==> src/rtl/vga_sync_decoder.sv <==
// ---------------------------------------------------------------------------
// vga_sync_decoder
//
// Receive-side VGA timing recovery. Samples active-low hsync/vsync once per
// pixel clock, rebuilds the horizontal/vertical position, measures line and
// frame periods against the configured mode and declares lock after
// LOCK_FRAMES consecutive clean frames.
//
// Ports:
//   clk              pixel clock
//   reset_n          synchronous active-low reset
//   hsync_in         horizontal sync, active low
//   vsync_in         vertical sync, active low
//   x_pos            visible column while active, else 0
//   y_pos            visible row while active, else 0
//   active           visible pixel and locked
//   line_start       one-cycle pulse per hsync falling edge
//   frame_start      one-cycle pulse per vsync falling edge
//   locked           timing is locked to the configured mode
//   timing_error     one-cycle pulse on a period mismatch or line timeout
//   measured_h_total last measured line period, clocks
//   measured_v_total last measured frame period, lines
// ---------------------------------------------------------------------------
module vga_sync_decoder #(
  parameter int H_VISIBLE_AREA = 640,
  parameter int H_FRONT_PORCH  = 16,
  parameter int H_SYNC_PULSE   = 96,
  parameter int H_BACK_PORCH   = 48,
  parameter int V_VISIBLE_AREA = 480,
  parameter int V_FRONT_PORCH  = 10,
  parameter int V_SYNC_PULSE   = 2,
  parameter int V_BACK_PORCH   = 33,
  parameter int LOCK_FRAMES    = 2
) (
  input  logic        clk,
  input  logic        reset_n,
  input  logic        hsync_in,
  input  logic        vsync_in,
  output logic [10:0] x_pos,
  output logic [10:0] y_pos,
  output logic        active,
  output logic        line_start,
  output logic        frame_start,
  output logic        locked,
  output logic        timing_error,
  output logic [10:0] measured_h_total,
  output logic [10:0] measured_v_total
);

  localparam int H_TOTAL = H_VISIBLE_AREA + H_FRONT_PORCH + H_SYNC_PULSE + H_BACK_PORCH;
  localparam int V_TOTAL = V_VISIBLE_AREA + V_FRONT_PORCH + V_SYNC_PULSE + V_BACK_PORCH;

  localparam logic [11:0] H_TOTAL_12  = 12'(H_TOTAL);
  localparam logic [11:0] V_TOTAL_12  = 12'(V_TOTAL);
  localparam logic [10:0] H_ACT_FIRST = 11'(H_SYNC_PULSE + H_BACK_PORCH);
  localparam logic [10:0] H_ACT_LAST  = 11'(H_SYNC_PULSE + H_BACK_PORCH + H_VISIBLE_AREA - 1);
  localparam logic [10:0] V_ACT_FIRST = 11'(V_SYNC_PULSE + V_BACK_PORCH);
  localparam logic [10:0] V_ACT_LAST  = 11'(V_SYNC_PULSE + V_BACK_PORCH + V_VISIBLE_AREA - 1);
  localparam logic [10:0] CNT_MAX     = 11'h7FF;
  localparam logic [3:0]  LOCK_TARGET = 4'(LOCK_FRAMES);

  localparam logic [1:0] ST_SEARCH = 2'd0;
  localparam logic [1:0] ST_TRACK  = 2'd1;
  localparam logic [1:0] ST_LOCKED = 2'd2;

  logic        hs_d, vs_d;
  logic [10:0] h_cnt, v_cnt;
  logic        h_seen, v_seen, line_bad;
  logic [3:0]  good_cnt, good_nxt;
  logic [1:0]  state, state_nxt;

  logic        h_edge, v_edge;
  logic [11:0] h_period, v_period;
  logic        h_err, v_err, h_timeout, good_frame;
  logic        h_win, v_win, win_active;
  logic        err_pulse, drop_seen;

  assign h_edge = hs_d & ~hsync_in;
  assign v_edge = vs_d & ~vsync_in;

  // Periods are formed one bit wider so a saturated count of 2047 gives 2048
  // and can never alias onto a legal total.
  assign h_period = {1'b0, h_cnt} + 12'd1;
  assign v_period = {1'b0, v_cnt} + 12'd1;

  assign h_err      = h_edge & h_seen & (h_period != H_TOTAL_12);
  assign v_err      = v_edge & v_seen & (v_period != V_TOTAL_12);
  // Fires on the single cycle the counter steps onto 2047, not while parked there.
  assign h_timeout  = ~h_edge & (h_cnt == CNT_MAX - 11'd1);
  assign good_frame = v_edge & v_seen & ~v_err & ~line_bad;

  assign h_win      = (h_cnt >= H_ACT_FIRST) && (h_cnt <= H_ACT_LAST);
  assign v_win      = (v_cnt >= V_ACT_FIRST) && (v_cnt <= V_ACT_LAST);
  assign locked     = (state == ST_LOCKED);
  assign win_active = h_win & v_win & locked;

  // NOTE: every output of a combinational block gets a default first, so no
  // path through the case leaves a value held and no latch is inferred.
  always_comb begin
    state_nxt = state;
    good_nxt  = good_cnt;
    err_pulse = 1'b0;
    drop_seen = 1'b0;
    case (state)
      ST_SEARCH: begin
        if (v_edge) begin
          state_nxt = ST_TRACK;
          good_nxt  = '0;
        end
      end
      ST_TRACK, ST_LOCKED: begin
        if (h_timeout) begin
          err_pulse = 1'b1;
          drop_seen = 1'b1;
          state_nxt = ST_SEARCH;
          good_nxt  = '0;
        end else if (h_err | v_err) begin
          err_pulse = 1'b1;
          good_nxt  = '0;
          state_nxt = ST_TRACK;
        end else if ((state == ST_TRACK) && good_frame) begin
          good_nxt = good_cnt + 4'd1;
          if (good_nxt == LOCK_TARGET) state_nxt = ST_LOCKED;
        end
      end
      default: state_nxt = ST_SEARCH;
    endcase
  end

  // NOTE: clocked state is written with non-blocking assignments so every
  // register sees the pre-edge values of the others, whatever the order here.
  always_ff @(posedge clk) begin
    if (!reset_n) begin
      // The sync delays load the asserted level: a sync held low through
      // reset must be seen high once before its fall counts as an edge.
      hs_d             <= 1'b0;
      vs_d             <= 1'b0;
      h_cnt            <= '0;
      v_cnt            <= '0;
      h_seen           <= 1'b0;
      v_seen           <= 1'b0;
      line_bad         <= 1'b0;
      good_cnt         <= '0;
      state            <= ST_SEARCH;
      x_pos            <= '0;
      y_pos            <= '0;
      active           <= 1'b0;
      line_start       <= 1'b0;
      frame_start      <= 1'b0;
      timing_error     <= 1'b0;
      measured_h_total <= '0;
      measured_v_total <= '0;
    end else begin
      hs_d <= hsync_in;
      vs_d <= vsync_in;

      if (h_edge)                h_cnt <= '0;
      else if (h_cnt != CNT_MAX) h_cnt <= h_cnt + 11'd1;

      // A vsync edge wins over a coincident hsync edge.
      if (v_edge)                          v_cnt <= '0;
      else if (h_edge && v_cnt != CNT_MAX) v_cnt <= v_cnt + 11'd1;

      if (drop_seen)   h_seen <= 1'b0;
      else if (h_edge) h_seen <= 1'b1;
      if (drop_seen)   v_seen <= 1'b0;
      else if (v_edge) v_seen <= 1'b1;

      // Any bad line spoils the frame in progress; each new frame starts clean.
      if (v_edge)     line_bad <= 1'b0;
      else if (h_err) line_bad <= 1'b1;

      if (h_edge && h_seen) measured_h_total <= h_period[10:0];
      if (v_edge && v_seen) measured_v_total <= v_period[10:0];

      state        <= state_nxt;
      good_cnt     <= good_nxt;
      timing_error <= err_pulse;
      line_start   <= h_edge;
      frame_start  <= v_edge;
      active       <= win_active;
      x_pos        <= win_active ? h_cnt - H_ACT_FIRST : 11'd0;
      y_pos        <= win_active ? v_cnt - V_ACT_FIRST : 11'd0;
    end
  end

endmodule
==> config.mk <==
export PLATFORM = sky130hd
export DESIGN_NAME = vga_sync_decoder
export DESIGN_NICKNAME = d
export VERILOG_FILES = /design/src/rtl/vga_sync_decoder.sv
export SDC_FILE = /design/constraint.sdc
export NUM_CORES = 1
export LEC_CHECK = 0
export CORE_MARGIN = 3
export CORE_UTILIZATION = 55
export DETAILED_ROUTE_END_ITERATION = 10
export GPL_TIMING_DRIVEN = 0
export HOLD_SLACK_MARGIN = 0.05
export PLACE_DENSITY = 0.8
export SYNTH_ARGS = -nofsm -noshare
export SYNTH_HDL_FRONTEND = slang
export SYNTH_SLANG_ARGS = --single-unit
==> constraint.sdc <==
create_clock -name clk -period 3.35 [get_ports clk]
set_input_delay 0.8375 -clock clk [delete_from_list [all_inputs] [get_ports clk]]
set_output_delay 0.8375 -clock clk [all_outputs]
set_load 0.01 [all_outputs]
# After elaboration in Yosys (flattened, before gate mapping)
# Cells that the tools add are included.
dict set report op_classes {
  eq_ne 11
  bitwise_logic 18
  n_reduce_logical 16
  addsub 7
  mux 15
  n_lt_le_gt_ge 4
}
# op count
set ops {}
lappend ops {{$add 11x1->12 const B} 2}
lappend ops {{$ne 12x10->1 const B} 2}
lappend ops {{$add 11x1->11 const B} 2}
lappend ops {{$le 11x10->1 const B} 2}
lappend ops {{$ne 11x11->1 const B} 2}
lappend ops {{$mux 4} 4}
lappend ops {{$and 1x1->1} 11}
lappend ops {{$eq 11x11->1 const B} 1}
lappend ops {{$ge 11x6->1 const B} 1}
lappend ops {{$ge 11x8->1 const B} 1}
lappend ops {{$sub 11x6->11 const B} 1}
lappend ops {{$sub 11x8->11 const B} 1}
lappend ops {{$mux 2} 5}
lappend ops {{$ne 4x4->1 const B} 2}
lappend ops {{$pmux 4 s2} 1}
lappend ops {{$reduce_or 2->1} 4}
lappend ops {{$logic_and 1x1->1} 6}
lappend ops {{$not 1->1} 6}
lappend ops {{$reduce_and 3->1} 2}
lappend ops {{$add 4x1->4 const B} 1}
lappend ops {{$eq 4x2->1 const B} 1}
lappend ops {{$mux 1} 4}
lappend ops {{$pmux 2 s2} 1}
lappend ops {{$reduce_and 2->1} 2}
lappend ops {{6 further kinds} 6}
dict set report word_totals {
  out_inout_bits 49
  input_bits 4
  wordCells 88
  reg_bits 81
}

# Logic depth before layout (Yosys ltp)
dict set report logic_depth {
  depth_word 12
  ltp_mapped 10
  ltp_nobuf 9
}

# Worst setup path after synthesis
# Ideal clock, no wire load.
dict set report synth_path {
  kind {flip-flop to flip-flop}
  startpoint {register v_cnt[0]}
  endpoint {register state[0]}
  arrival_ns 2.591
  stages_incl_launch_ff 11
  path_buffers 1
  path_slack_ns 0.638
  synth_period_minus_slack_ns 2.712
  t_required_ns 3.229
  setup_time_ns 0.121
  cell_sequence {dfxtp_1 ha_1 buf_4 nand3_4 o41a_1 o32a_1 a2111o_1 o2bb2ai_2 o31a_1 a21boi_1 mux2i_1}
}
dict set report synth_between {
  elab_chain_cells 9
  word_cells_on_any_way 14
  classes_between {add/sub: 1; eq/ne: 3; mux: 3; bitwise: 5; reduce/logical: 2}
}
# element line
set synth_rtl {}
lappend synth_rtl {{start, declared} 67} ;# logic [10:0] h_cnt, v_cnt;
lappend synth_rtl {{start signal, assigned} 162} ;# else if (h_edge && v_cnt != CNT_MAX) v_cnt <= v_cnt + 11'd1;
lappend synth_rtl {{$add 11x1->12 *} 84} ;# assign v_period = {1'b0, v_cnt} + 12'd1;
lappend synth_rtl {{$ne 12x10->1 *} 87} ;# assign v_err = v_edge & v_seen & (v_period != V_TOTAL_12);
lappend synth_rtl {{$and 1x1->1 *} 87}
lappend synth_rtl {{$not 1->1} 90} ;# assign good_frame = v_edge & v_seen & ~v_err & ~line_bad;
lappend synth_rtl {{$and 1x1->1 (2 in series)} 90}
lappend synth_rtl {{$logic_and 1x1->1} 121} ;# end else if ((state == ST_TRACK) && good_frame) begin
lappend synth_rtl {{$ne 4x4->1 (no line)} --}
lappend synth_rtl {{$reduce_and 3->1 (no line)} --}
lappend synth_rtl {{end signal, assigned} 176} ;# state <= state_nxt;
lappend synth_rtl {{end, declared} 70} ;# logic [1:0] state, state_nxt;
# Every way passes the cells marked *; elsewhere a longest branch is shown, timed or not.
# A chain may end at the register's enable or synchronous reset.

# Worst setup path in the final report
# Ends and elaborated chain as after synthesis.

==> run_results.csv <==
group,metric,value,unit
layout,area.sequential,0.001622,mm²
global_route,grt_max_degree,13,
sta,finClkSkew,0.009934,ns
place,dp_slack,0.2888,ns
cts,htree_levels,3,
global_route,gr-total-overflow,0,
route,drtPass1Iterations,4,
sta,setup_viol,0,
sta,rsz0062_at_grt,"no",
cts,cts.reportedPaths.clkPinSlew,0.08,ns
cts,clk_path_buf_depth,2,
floorplanning,die_y,89.56,µm
yosys,yosysWarningCount,0,
yosys,synth_ff_type,"dfxtp_1",
cts,cts_buffers,9,
pwr,switching_share,0.2460,
cts,clk_latency,0.35,ns
yosys,async_flop_share,0,
pwr,p_comb_frac,0.081,
cts,cts_tree,"yes",
route,initialDrtViolationCount,253,
worst_setup_path,worstSetupStartpoint,"v_cnt[0]$_SDFFE_PP0P_",
sta,final_max_slew_viol_count,0,
worst_setup_path,endpoint,"state[0]$_SDFFE_PN0P_",
sta,hold_slack,0.4892,ns
place,placed_cells,584,
layout,final_cell_mix,"dfxtp_1, nor2_1, clkdlybuf4s50_1",
layout,multi_input_area,0.001984,mm²
layout,final_common_cell,"dfxtp_1",
yosys,syn_area,0.003840,mm²
worst_setup_path,cp_max_fo,8,
global_route,grt_pass1_wl,14.26,mm
floorplanning,dieWidth,89.56,µm
floorplanning,die_area,0.008020,mm²
worst_setup_path,endpoint_kind,"flop",
cts,cts_setup_buffers,0,
yosys,synth-edff-count,0,
pwr,pwr-share-clk,0.351,
place,place_area,0.004477,mm²
hold_path,worstHoldStart,"measured_h_total[1]$_SDFFE_PN0P_",
sta,finalSetupTns,0,ns
route,vias,3246,
sta,worst_slew_pin_slew,0.7727,ns
worst_setup_path,worstSetupPathType,"reg -> reg",
floorplanning,ios,53,
global_route,antenna_found_initial,0,
cts,holdBufCountCts,0,
global_route,grt_pass1_vias,2995,
pwr,total_power,1.749,mW
cts,clock-sinks,81,
worst_setup_path,r2r_cells,10,
yosys,syn_avg_cell_area,8.747,µm²
sta,maxSlewHeadroom,0.4809,
layout,fin_util,0.7064,
job,drv_cap,0,
yosys,synth_cells,439,
route,wl_per_cell,14.53,µm
route,wl,8.704,mm
yosys,ys_ff_latch,81,
floorplanning,start_util,0.5847,
worst_setup_path,start_kind,"flop",
route,drc,0,
layout,nets,522,
worst_setup_path,r2r_slack,0.31,ns
layout,final_cells,599,
pwr,power.internal,1.319,mW
cts,cts_resized,0,
floorplanning,coreArea,0.006568,mm²
pwr,sequentialPowerShare,0.568,
sta,min_period,3.040,ns
worst_setup_path,worstReg2RegEnd,"state[0]$_SDFFE_PN0P_",
layout,fillerInstances,537,
sta,fmax,329.0,MHz
pwr,peakVddDrop,290.0,µV
pwr,p_leak,1.665,nW
worst_setup_path,r2r-start,"v_cnt[0]$_SDFFE_PP0P_",
sta,hold_viol,0,
pwr,p_switching,430.2,µW
worst_setup_path,required,3.59,ns
pwr,power_density,377.0,mW/mm²
sta,finalCritPeriodShare,0.9074,
hold_path,hp-class,"reg -> reg",
layout,syn2layout_area_growth,20.82,%
yosys,synth_fp_nets,459,
route,ant_nets,0,
layout,diodes,0,
layout,final_area,0.004639,mm²
route,vias_per_cell,5.419,
cts,cts_root_buffer,"clkbuf_8",
sta,layout_setup_ws,0.3101,ns
run_status,status,"completed",
place,hpwl,6.489,mm
yosys,synth.distinct_cells,62,
yosys,synth_seq_area_share,0.4223,
layout,drive_gt1_frac,0.07115,
floorplanning,std_cell_rows,29,
place,gp_congestion,0.9242,
worst_setup_path,critPathArrivalTime,3.28,ns
global_route,grtUsageTotal,0.2318,
place,numPortBuffers,52,
-- sequential cells by signal, indices dropped and copies added (netlist names), 2 cells and up --
name              cells
x_pos                11
measured_v_total     11
state                 2
h_cnt                11
good_cnt              4
y_pos                11
measured_h_total     11
v_cnt                11
-- cell families after synthesis --
kind of cell	count (synthesis)	synth area share
AND/OR/NAND/NOR	175	0.2173
flip-flops	81	0.4223
AO/OA/AOI/OAI	76	0.1509
buffers and inverters	49	0.06093
XOR/XNOR	40	0.09124
adder cells (fa/ha/maj)	16	0.05213
multiplexers	2	0.005214
-- how the worst min path moves through the flow --
stage / depth (start not counted) / end
floorplan: 1 / line_bad$_SDFFE_PP0P_
global placement: 2 / measured_h_total[1]$_SDFFE_PN0P_
detailed placement: 2 / measured_h_total[1]$_SDFFE_PN0P_
CTS: 2 / measured_h_total[1]$_SDFFE_PN0P_
global route: 2 / measured_h_total[1]$_SDFFE_PN0P_
finish: 2 / measured_h_total[1]$_SDFFE_PN0P_
-- cell type report --
class,count,area share
multi-input cells,309,0.4277
flip-flops and latches,81,0.3495
repair buffers,52,0.1122
plain buffers,28,0.03344
clock buffers,12,0.03128
well taps,93,0.02508
inverters,21,0.01699
clock inverters,3,0.003776
-- cell usage after synthesis, types with 7 or more instances --
cell type / count / share of area
nand4_1: 11 / 0.018
nand2_1: 26 / 0.025
dfxtp_1: 81 / 0.42
o21ai_0: 7 / 0.0091
xnor2_1: 26 / 0.059
a21oi_1: 19 / 0.025
ha_1: 16 / 0.052
nor2_1: 75 / 0.073
xor2_1: 14 / 0.032
a211oi_1: 15 / 0.029
nor3_1: 11 / 0.014
inv_1: 19 / 0.019
and2_1: 8 / 0.013
clkbuf_1: 15 / 0.015
nand3_1: 18 / 0.023
-- layer usage --
layer	part of all wire	vias to the layer above	wire [µm]	global-route usage
met5	0	-	0	0
li1	-	1628	-	-
met1	0.48	1500	4138	0.3108
met2	0.44	97	3857	0.3557
met3	0.057	21	494	0.05069
met4	0.024	0	212	0.1055
-- power groups by stage --
stage | Clock (mW) | Sequential, mW | Combinational [mW]
floorplan | 0 | 1.01 | 0.0973
global placement | 0 | 1.02 | 0.137
detailed placement | 0 | 1.02 | 0.140
CTS | 0.626 | 0.994 | 0.141
global route | 0.662 | 0.996 | 0.158
finish | 0.614 | 0.994 | 0.141
-- critical path: stages (launching register included) --
cell and delay, ns:
dfxtp_1 0.44, ha_1 0.18, buf_4 0.16, nand3_4 0.13, o41a_1 0.42, o32a_1 0.34, a2111o_1 0.35, o2bb2ai_2 0.18
nor3b_1 0.44, a21boi_1 0.14, mux2i_1 0.14
Power figures use the tool's default switching activity.
